--- src/rtl/mult_div_unit_if.sv ---
// Purpose: operand/result bundle between control and the multiply/divide engine.
// Latency: none, wires only.
// Backpressure: none; Start is a request pulse, Busy/Done report progress.
// Ports (master = control side, slave = engine side):
//   Start, Op, A, B        master -> slave  request, 0=MULT 1=DIV, operands
//   Busy, Done, DivZero    slave -> master  status
//   Hi, Lo                 slave -> master  result halves
interface mult_div_if #(
    parameter int WIDTH = 32
);
    logic             Start;
    logic             Op;
    logic [WIDTH-1:0] A;
    logic [WIDTH-1:0] B;
    logic             Busy;
    logic             Done;
    logic             DivZero;
    logic [WIDTH-1:0] Hi;
    logic [WIDTH-1:0] Lo;

    modport master (
        output Start, Op, A, B,
        input  Busy, Done, DivZero, Hi, Lo
    );

    modport slave (
        input  Start, Op, A, B,
        output Busy, Done, DivZero, Hi, Lo
    );
endinterface

--- src/rtl/mult_div_unit.sv ---
// Purpose: multicycle signed MULT (radix-2 Booth) / DIV (restoring) feeding HI/LO.
// Latency: Start sampled at E0 -> Done in the cycle after E34 (E1 for divide-by-zero).
// Backpressure: none; Start while Busy is dropped, no queueing.
// Ports:
//   Clk, Reset       clock (rising edge), async active-low reset
//   bus (slave)      Start/Op/A/B in; Busy/Done/DivZero/Hi/Lo out, all registered
module mult_div_unit #(
    parameter int WIDTH = 32,
    parameter int CNT_W = 6
) (
    input  logic      Clk,
    input  logic      Reset,
    mult_div_if.slave bus
);
    localparam int PW = 2 * WIDTH + 1;

    typedef enum logic [1:0] {IDLE, CALC, FIX, DONE} state_t;
    state_t state, nextState;

    // Inputs are registered first so no input reaches an output combinationally;
    // this register stage is why Done lands one edge later than the state walk alone.
    logic             startQ, opQ;
    logic [WIDTH-1:0] aQ, bQ;

    logic             opR, signA, signB;
    logic [WIDTH-1:0] opB;          // MULT: raw B, DIV: |B|
    logic [PW-1:0]    p;            // shared shift datapath
    logic [CNT_W-1:0] cnt;
    logic [WIDTH-1:0] hiR, loR;
    logic             divZeroR;

    logic             accept, zeroDiv, loadRes;

    logic [WIDTH-1:0] absA, absB;
    logic [WIDTH:0]   upperExt, bExt, boothSum;
    logic [PW-1:0]    multNext, shl, divNext;
    logic [WIDTH+1:0] diff;
    logic [WIDTH-1:0] quoFix, remFix, resHi, resLo;

    always_ff @(posedge Clk or negedge Reset) begin
        if (!Reset) begin
            startQ <= 1'b0;
            opQ    <= 1'b0;
            aQ     <= '0;
            bQ     <= '0;
        end else begin
            startQ <= bus.Start;
            opQ    <= bus.Op;
            aQ     <= bus.A;
            bQ     <= bus.B;
        end
    end

    always_ff @(posedge Clk or negedge Reset) begin
        if (!Reset) state <= IDLE;
        else        state <= nextState;
    end

    always_comb begin
        nextState = state;
        accept    = 1'b0;
        zeroDiv   = 1'b0;
        loadRes   = 1'b0;
        case (state)
            IDLE, DONE: begin
                nextState = IDLE;
                if (startQ) begin
                    accept = 1'b1;
                    if (opQ && bQ == '0) begin
                        zeroDiv   = 1'b1;
                        nextState = DONE;
                    end else begin
                        nextState = CALC;
                    end
                end
            end
            CALC: if (cnt == CNT_W'(WIDTH - 1)) nextState = FIX;
            FIX: begin
                nextState = DONE;
                loadRes   = 1'b1;
            end
            default: nextState = IDLE;
        endcase
    end

    always_comb begin
        absA = aQ[WIDTH-1] ? -aQ : aQ;
        absB = bQ[WIDTH-1] ? -bQ : bQ;

        // Booth step on a 33-bit upper half so B = -2**31 cannot overflow the partial sum.
        upperExt = {p[PW-1], p[PW-1:WIDTH+1]};
        bExt     = {opB[WIDTH-1], opB};
        case (p[1:0])
            2'b01:   boothSum = upperExt + bExt;
            2'b10:   boothSum = upperExt - bExt;
            default: boothSum = upperExt;
        endcase
        multNext = {boothSum, p[WIDTH:1]};

        // Restoring step: remainder in p[63:32], quotient shifts in at p[0].
        shl     = {p[PW-2:0], 1'b0};
        diff    = {1'b0, shl[PW-1:WIDTH]} - {2'b00, opB};
        divNext = diff[WIDTH+1] ? shl : {diff[WIDTH:0], shl[WIDTH-1:1], 1'b1};

        quoFix = (signA ^ signB) ? -p[WIDTH-1:0] : p[WIDTH-1:0];
        remFix = signA ? -p[2*WIDTH-1:WIDTH] : p[2*WIDTH-1:WIDTH];
        resHi  = opR ? remFix : p[PW-1:WIDTH+1];
        resLo  = opR ? quoFix : p[WIDTH:1];
    end

    always_ff @(posedge Clk or negedge Reset) begin
        if (!Reset) begin
            opR      <= 1'b0;
            signA    <= 1'b0;
            signB    <= 1'b0;
            opB      <= '0;
            p        <= '0;
            cnt      <= '0;
            hiR      <= '0;
            loR      <= '0;
            divZeroR <= 1'b0;
        end else begin
            if (accept) begin
                opR      <= opQ;
                signA    <= aQ[WIDTH-1];
                signB    <= bQ[WIDTH-1];
                opB      <= opQ ? absB : bQ;
                p        <= opQ ? {{(WIDTH+1){1'b0}}, absA} : {{WIDTH{1'b0}}, aQ, 1'b0};
                cnt      <= '0;
                divZeroR <= zeroDiv;
            end else if (state == CALC) begin
                p   <= opR ? divNext : multNext;
                cnt <= cnt + 1'b1;
            end
            // Sign fix-up is folded into the load so Hi/Lo only ever see final values.
            if (loadRes) begin
                hiR <= resHi;
                loR <= resLo;
            end
        end
    end

    assign bus.Busy    = (state == CALC) || (state == FIX);
    assign bus.Done    = (state == DONE);
    assign bus.DivZero = divZeroR;
    assign bus.Hi      = hiR;
    assign bus.Lo      = loR;
endmodule

--- src/flat_wrapper.sv ---
// flat-port wrapper written by rule: the top's interface ports become plain ports
module mult_div_unit_flat 
#(
    parameter int WIDTH = 32,
    parameter int CNT_W = 6
)
  (Clk, Reset, bus_Start, bus_Op, bus_A, bus_B, bus_Busy, bus_Done, bus_DivZero, bus_Hi, bus_Lo);
  mult_div_if #(.WIDTH(WIDTH)) bus_i ();
  input  logic Clk;
  input  logic Reset;
  input wire logic [$bits(bus_i.Start)-1:0] bus_Start;
  input wire logic [$bits(bus_i.Op)-1:0] bus_Op;
  input wire logic [$bits(bus_i.A)-1:0] bus_A;
  input wire logic [$bits(bus_i.B)-1:0] bus_B;
  output wire logic [$bits(bus_i.Busy)-1:0] bus_Busy;
  output wire logic [$bits(bus_i.Done)-1:0] bus_Done;
  output wire logic [$bits(bus_i.DivZero)-1:0] bus_DivZero;
  output wire logic [$bits(bus_i.Hi)-1:0] bus_Hi;
  output wire logic [$bits(bus_i.Lo)-1:0] bus_Lo;
  assign bus_i.Start = bus_Start;
  assign bus_i.Op = bus_Op;
  assign bus_i.A = bus_A;
  assign bus_i.B = bus_B;
  assign bus_Busy = bus_i.Busy;
  assign bus_Done = bus_i.Done;
  assign bus_DivZero = bus_i.DivZero;
  assign bus_Hi = bus_i.Hi;
  assign bus_Lo = bus_i.Lo;
  mult_div_unit #(.WIDTH(WIDTH), .CNT_W(CNT_W)) u_core (.Clk(Clk), .Reset(Reset), .bus(bus_i));
endmodule
--- config.mk ---
export PLATFORM = sky130hd
export DESIGN_NAME = mult_div_unit_flat
export DESIGN_NICKNAME = d
export VERILOG_FILES = /design/src/rtl/mult_div_unit_if.sv /design/src/rtl/mult_div_unit.sv /design/src/flat_wrapper.sv
export SDC_FILE = /design/constraint.sdc
export NUM_CORES = 1
export LEC_CHECK = 0
export ABC_CLOCK_PERIOD_IN_PS = 10100
export BUFFER_PORTS_ARGS = -buffer_cell sky130_fd_sc_hd__buf_2
export CAP_MARGIN = 20
export CORE_MARGIN = 10
export CORE_UTILIZATION = 40
export DETAILED_ROUTE_END_ITERATION = 10
export PLACE_DENSITY = 0.67
export SYNTH_ARGS = -nofsm -noshare
export SYNTH_HDL_FRONTEND = slang
export SYNTH_SLANG_ARGS = --single-unit
--- constraint.sdc ---
create_clock -name Clk -period 10.1 [get_ports Clk]
set_input_delay 2.02 -clock Clk [delete_from_list [all_inputs] [get_ports Clk]]
set_output_delay 2.02 -clock Clk [all_outputs]
set_load 0.05 [all_outputs]
# [Word level (Yosys, flattened, before mapping)]
# Cells that the tools add are included.
[op_classes] mux=25 bitwise_logic=1 eq_ne=7 n_reduce_logical=8 n_addsub=8
[ops] cell="$mux 65" count=4
[ops] cell="$mux 32" count=7
[ops] cell="$neg 32->32" count=4
[ops] cell="$pmux 33 s2" count=1
[ops] cell="$sub 33x32->34" count=1
[ops] cell="$add 32x32->33" count=1
[ops] cell="$mux 33" count=1
[ops] cell="$sub 32x32->33" count=1
[ops] cell="$logic_not 32->1" count=1
[ops] cell="$mux 6" count=2
[ops] cell="$add 6x1->6 const B" count=1
[ops] cell="$eq 2x2->1 const B" count=3
[ops] cell="$eq 6x5->1 const B" count=1
[ops] cell="$mux 1" count=6
[ops] cell="$mux 2" count=3
[ops] cell="$pmux 2 s3" count=1
[ops] cell="$eq 2x1->1 const B" count=2
[ops] cell="$reduce_bool 4->1" count=1
[ops] cell="$logic_not 2->1" count=1
[ops] cell="$ne 2x1->1 const B" count=1
[ops] cell="$reduce_and 2->1" count=1
[ops] cell="$reduce_bool 2->1" count=1
[ops] cell="$reduce_or 2->1" count=1
[ops] cell="$logic_and 1x1->1" count=1
[ops] cell="2 further kinds" count=2
[word_totals] ff_bits=239 out_inout_bits=67 in_bits=68 word_cells=64

# [Longest topological paths before layout]
[logic_depth] ltp_word=5 depth_mapped=19 depth_no_buf=17

# [Least setup slack after synthesis]
# Ideal clock, no wire load.
[synth_timing] path_type="register to register" start="reg u_core.opB[1]" end="reg u_core.p[64]" setup_slack_ns=6.118 synth_period_minus_slack_ns=3.982 required_time_ns=9.972 path_stages_with_launch=18 arrival_time_ns=3.854 path_cell_list="dfrtp_1 -> inv_1 -> ha_1 -> or4b_2 -> nor3_1 -> and2_1 -> a31oi_1 -> xnor2_1 -> ha_1 -> and3_1 -> and2_1 -> and3_1 -> a41oi_1 -> o21ai_0 -> o211ai_1 -> a211oi_1 -> a31oi_1 -> nand3_1"
[synth_between] elab_chain_cells=5
[synth_lines] item="from (decl)" line="mult_div_unit.sv:26" rtl="logic [WIDTH-1:0] opB;"
[synth_lines] item="from (signal assigned)" line="mult_div_unit.sv:127" rtl="opB <= opQ ? absB : bQ;"
[synth_lines] item="$sub 32x32->33, or another cell as far along" line="mult_div_unit.sv:95" rtl="2'b10: boothSum = upperExt - bExt;"
[synth_lines] item="$pmux 33 s2 / $mux 65 (equally long branches)" line="mult_div_unit.sv:93, mult_div_unit.sv:103"
[synth_lines] item="$mux 65 (*)" line="mult_div_unit.sv:132" rtl="p <= opR ? divNext : multNext;"
[synth_lines] item="$mux 65 (*)" line="mult_div_unit.sv:131" rtl="end else if (state == CALC) begin"
[synth_lines] item="$mux 65 (*)" line="mult_div_unit.sv:123" rtl="if (accept) begin"
[synth_lines] item="to (signal assigned)" line="mult_div_unit.sv:128" rtl="p <= opQ ? {{(WIDTH+1){1'b0}}, absA} : {{WIDTH{1'b0}}, aQ, 1'b0};"
[synth_lines] item="to (signal assigned)" line="mult_div_unit.sv:132"
[synth_lines] item="to (decl)" line="mult_div_unit.sv:27" rtl="logic [PW-1:0] p;"
# Every way passes the cells marked *; elsewhere a longest branch is shown, timed or not. The select of a mux whose other input is x is not followed.
# A chain may end at the register's enable or synchronous reset.

# [Worst setup path after layout]
[layout_timing] start="reg u_core.opB[1]" end="reg u_core.p[59]"
# Same word-level chain as after synthesis.

==> out/qor.yml <==
status: "complete, no violations"
finalWirelength_mm: 54.6
cp.arrival_ps: 5210
crit_chain: "inv_1, ha_1, or4b_2, nor3_1, and2_1, a21oi_1, xnor2_1, ha_1, and3_1, nand2_1, nor3_1, o2111ai_1, nand3_1, nor4b_1, o31ai_1, nand2_1, a32o_1"
initial_utilization: 0.405
max_freq_mhz: 211
via_per_inst: 5.78
worst_pin_slew_ps: 999
rsz0062_at_grt: "no"
yosys.area_share.adder: 0.0560
num_rows: 76
worstHoldPathType: "flop to flop"
io_pins: 135
cts_tree: "yes"
hold_violations: 0
synth_edf_count: 0
period_share: 0.469
critical_path_class: "flop to flop"
overflow: 0
cts_setup_buffers: 0
final_nets: 2269
cp_slowest_stage_delay_ps: 670
synth-async-reset-ratio: 1.00
setup_viol: 0
vias: 15800
yosys_register_bits: 239
core_area_um2: 43200
ys.warnings.count: 0
wl_per_cell_um: 20.0
drt_iter0_markers: 1505
grt_pass1_vias: 15000
maxSlewViolCount: 0
synth-compound-area-share: 0.251
relSlewSlack: 0.334
syn2layout_area_growth_pct: 11.3
synth_top_family_by_area: "compound AO/OA/AOI/OAI gates"
drv_cap: 0
cp_num_buf_inv: 1
grt_pass1_wl_mm: 86.0
cts-hold-fix-buffers: 0
fin_ws_ps: 5360
regToRegSetupSlack_ps: 5360
synth_nets: 2223
crit_family: "simple AND/OR/NAND/NOR gates"
clock-sinks: 239
synth_cell_types: 89
diodes: 0
grt_max_degree: 102
clock_skew_ps: 11.9
syn_area_um2: 17500
port-buffer-count: 134
cts.path.max_buffers: 3
die_width_um: 229
track_usage: 0.200
layout_min_cycle_time_ps: 4740
htreeDepth: 1
syn_area_per_cell_um2: 8.41
drive_above_1_share: 0.123
hpwl_mm: 41.0
synth_xor_area_frac: 0.0882
drt.antenna.violating_nets: 0
worstSetupEndpointType: "flop"
synth-seq-area-share: 0.342
dp_slack_ps: 5450
first_pass_iters: 6
muxShareOfSynthArea: 0.0416
worstPathRequired_ps: 10570
path_max_fanout: 6
synth-main-ff-cell: "dfrtp_1"
gp_congestion: 0.915
final_cell_mix: "dfrtp_1 (237), nand2_1 (206), a21oi_1 (187)"
syn-instance-count: 2078
die_h_um: 229
cts_root_buffer: "clkbuf_16"
synth-simple-area-share: 0.173
route.detailed.drc: 0
dieArea_um2: 52400
antenna_found_initial: 1
cts_resized: 0
final_common_cell: "dfrtp_1"
critPathSlowestCell: "or4b_2"
path_clk_slew_ps: 60
numCtsBuffers: 29
cp-start-kind: "flop"
clkLatencyLatePin_ps: 590
setup-tns-final_ps: 0
layer usage:
| layer | up-vias | GRT usage | share of wire |
|---|---|---|---|
| li1 | 7614 | - | - |
| met1 | 7511 | 0.278 | 0.46 |
| met2 | 541 | 0.310 | 0.44 |
| met3 | 112 | 0.0302 | 0.064 |
| met4 | 2 | 0.0712 | 0.034 |
| met5 | - | 0 | 0.00022 |
Yosys cell counts, types with 44 or more instances:
library cell / instances / share of area
xor2_1: 75 / 0.038
inv_1: 66 / 0.014
dfrtp_1: 239 / 0.34
a21o_1: 57 / 0.024
ha_1: 75 / 0.054
a21oi_1: 187 / 0.054
mux2i_1: 49 / 0.028
o211ai_1: 53 / 0.023
nor3_1: 44 / 0.013
nor2_1: 162 / 0.035
clkbuf_1: 112 / 0.024
o21ai_0: 170 / 0.049
xnor2_1: 101 / 0.051
nand2_1: 207 / 0.044
stage by stage:
stage	instance area (um2)	hold slack, ps	util	instances
3_3_place_gp	18500	461	0.428	2678
2_1_floorplan	17500	492	-	2078
6_report	19500	477	0.451	2729
5_1_grt	19500	501	0.451	2729
4_1_cts	19500	481	0.451	2729
3_5_place_dp	18500	464	0.428	2678
path summary, 6_finish.rpt:
check                                               from                             to  cells past startpoint
min                        u_core.bus.Hi[26]$_DFFE_PN0P_  u_core.bus.Hi[26]$_DFFE_PN0P_                      1
max in group asynchronous                          Reset  u_core.bus.Hi[10]$_DFFE_PN0P_                      2
max                            u_core.opB[1]$_DFFE_PN0P_       u_core.p[59]$_DFFE_PN0P_                     17
min reg2reg                u_core.bus.Hi[26]$_DFFE_PN0P_  u_core.bus.Hi[26]$_DFFE_PN0P_                      1
min in group asynchronous                          Reset        u_core.bQ[16]$_DFF_PN0_                      1
max reg2reg                    u_core.opB[1]$_DFFE_PN0P_       u_core.p[59]$_DFFE_PN0P_                     17
cell type report:
| type | instances | area (um2) |
|---|---|---|
| tap | 585 | 732 |
| fill | 4265 | 23700 |
| inverter | 69 | 259 |
| clock inverter | 15 | 188 |
| multi-input combinational | 1633 | 10700 |
| clock buffer | 36 | 802 |
| timing repair buffer | 152 | 816 |
| sequential | 239 | 5990 |
registers in the layout, summed over array words and instances, names as in the netlist:
register / flops
u_core.p: 65
u_core.aQ: 32
u_core.bQ: 32
u_core.bus.Hi: 32
u_core.bus.Lo: 32
u_core.opB: 32
u_core.cnt: 6
u_core.state: 2
u_core.bus.DivZero: 1
u_core.opQ: 1
u_core.opR: 1
u_core.signA: 1
u_core.signB: 1
u_core.startQ: 1
kinds of logic (layout without fill, tap and decap cells):
group | after synthesis | in the layout
buf+inv | 206 | 272
mux | 70 | 70
simple gates | 626 | 626
xor+xnor | 176 | 176
flops | 239 | 239
fa+ha+maj | 77 | 77
compound gates | 684 | 684
Power is left out: the tool's default activity adds up to more than one toggle a clock period on the data nets, which glitch-free logic cannot reach.
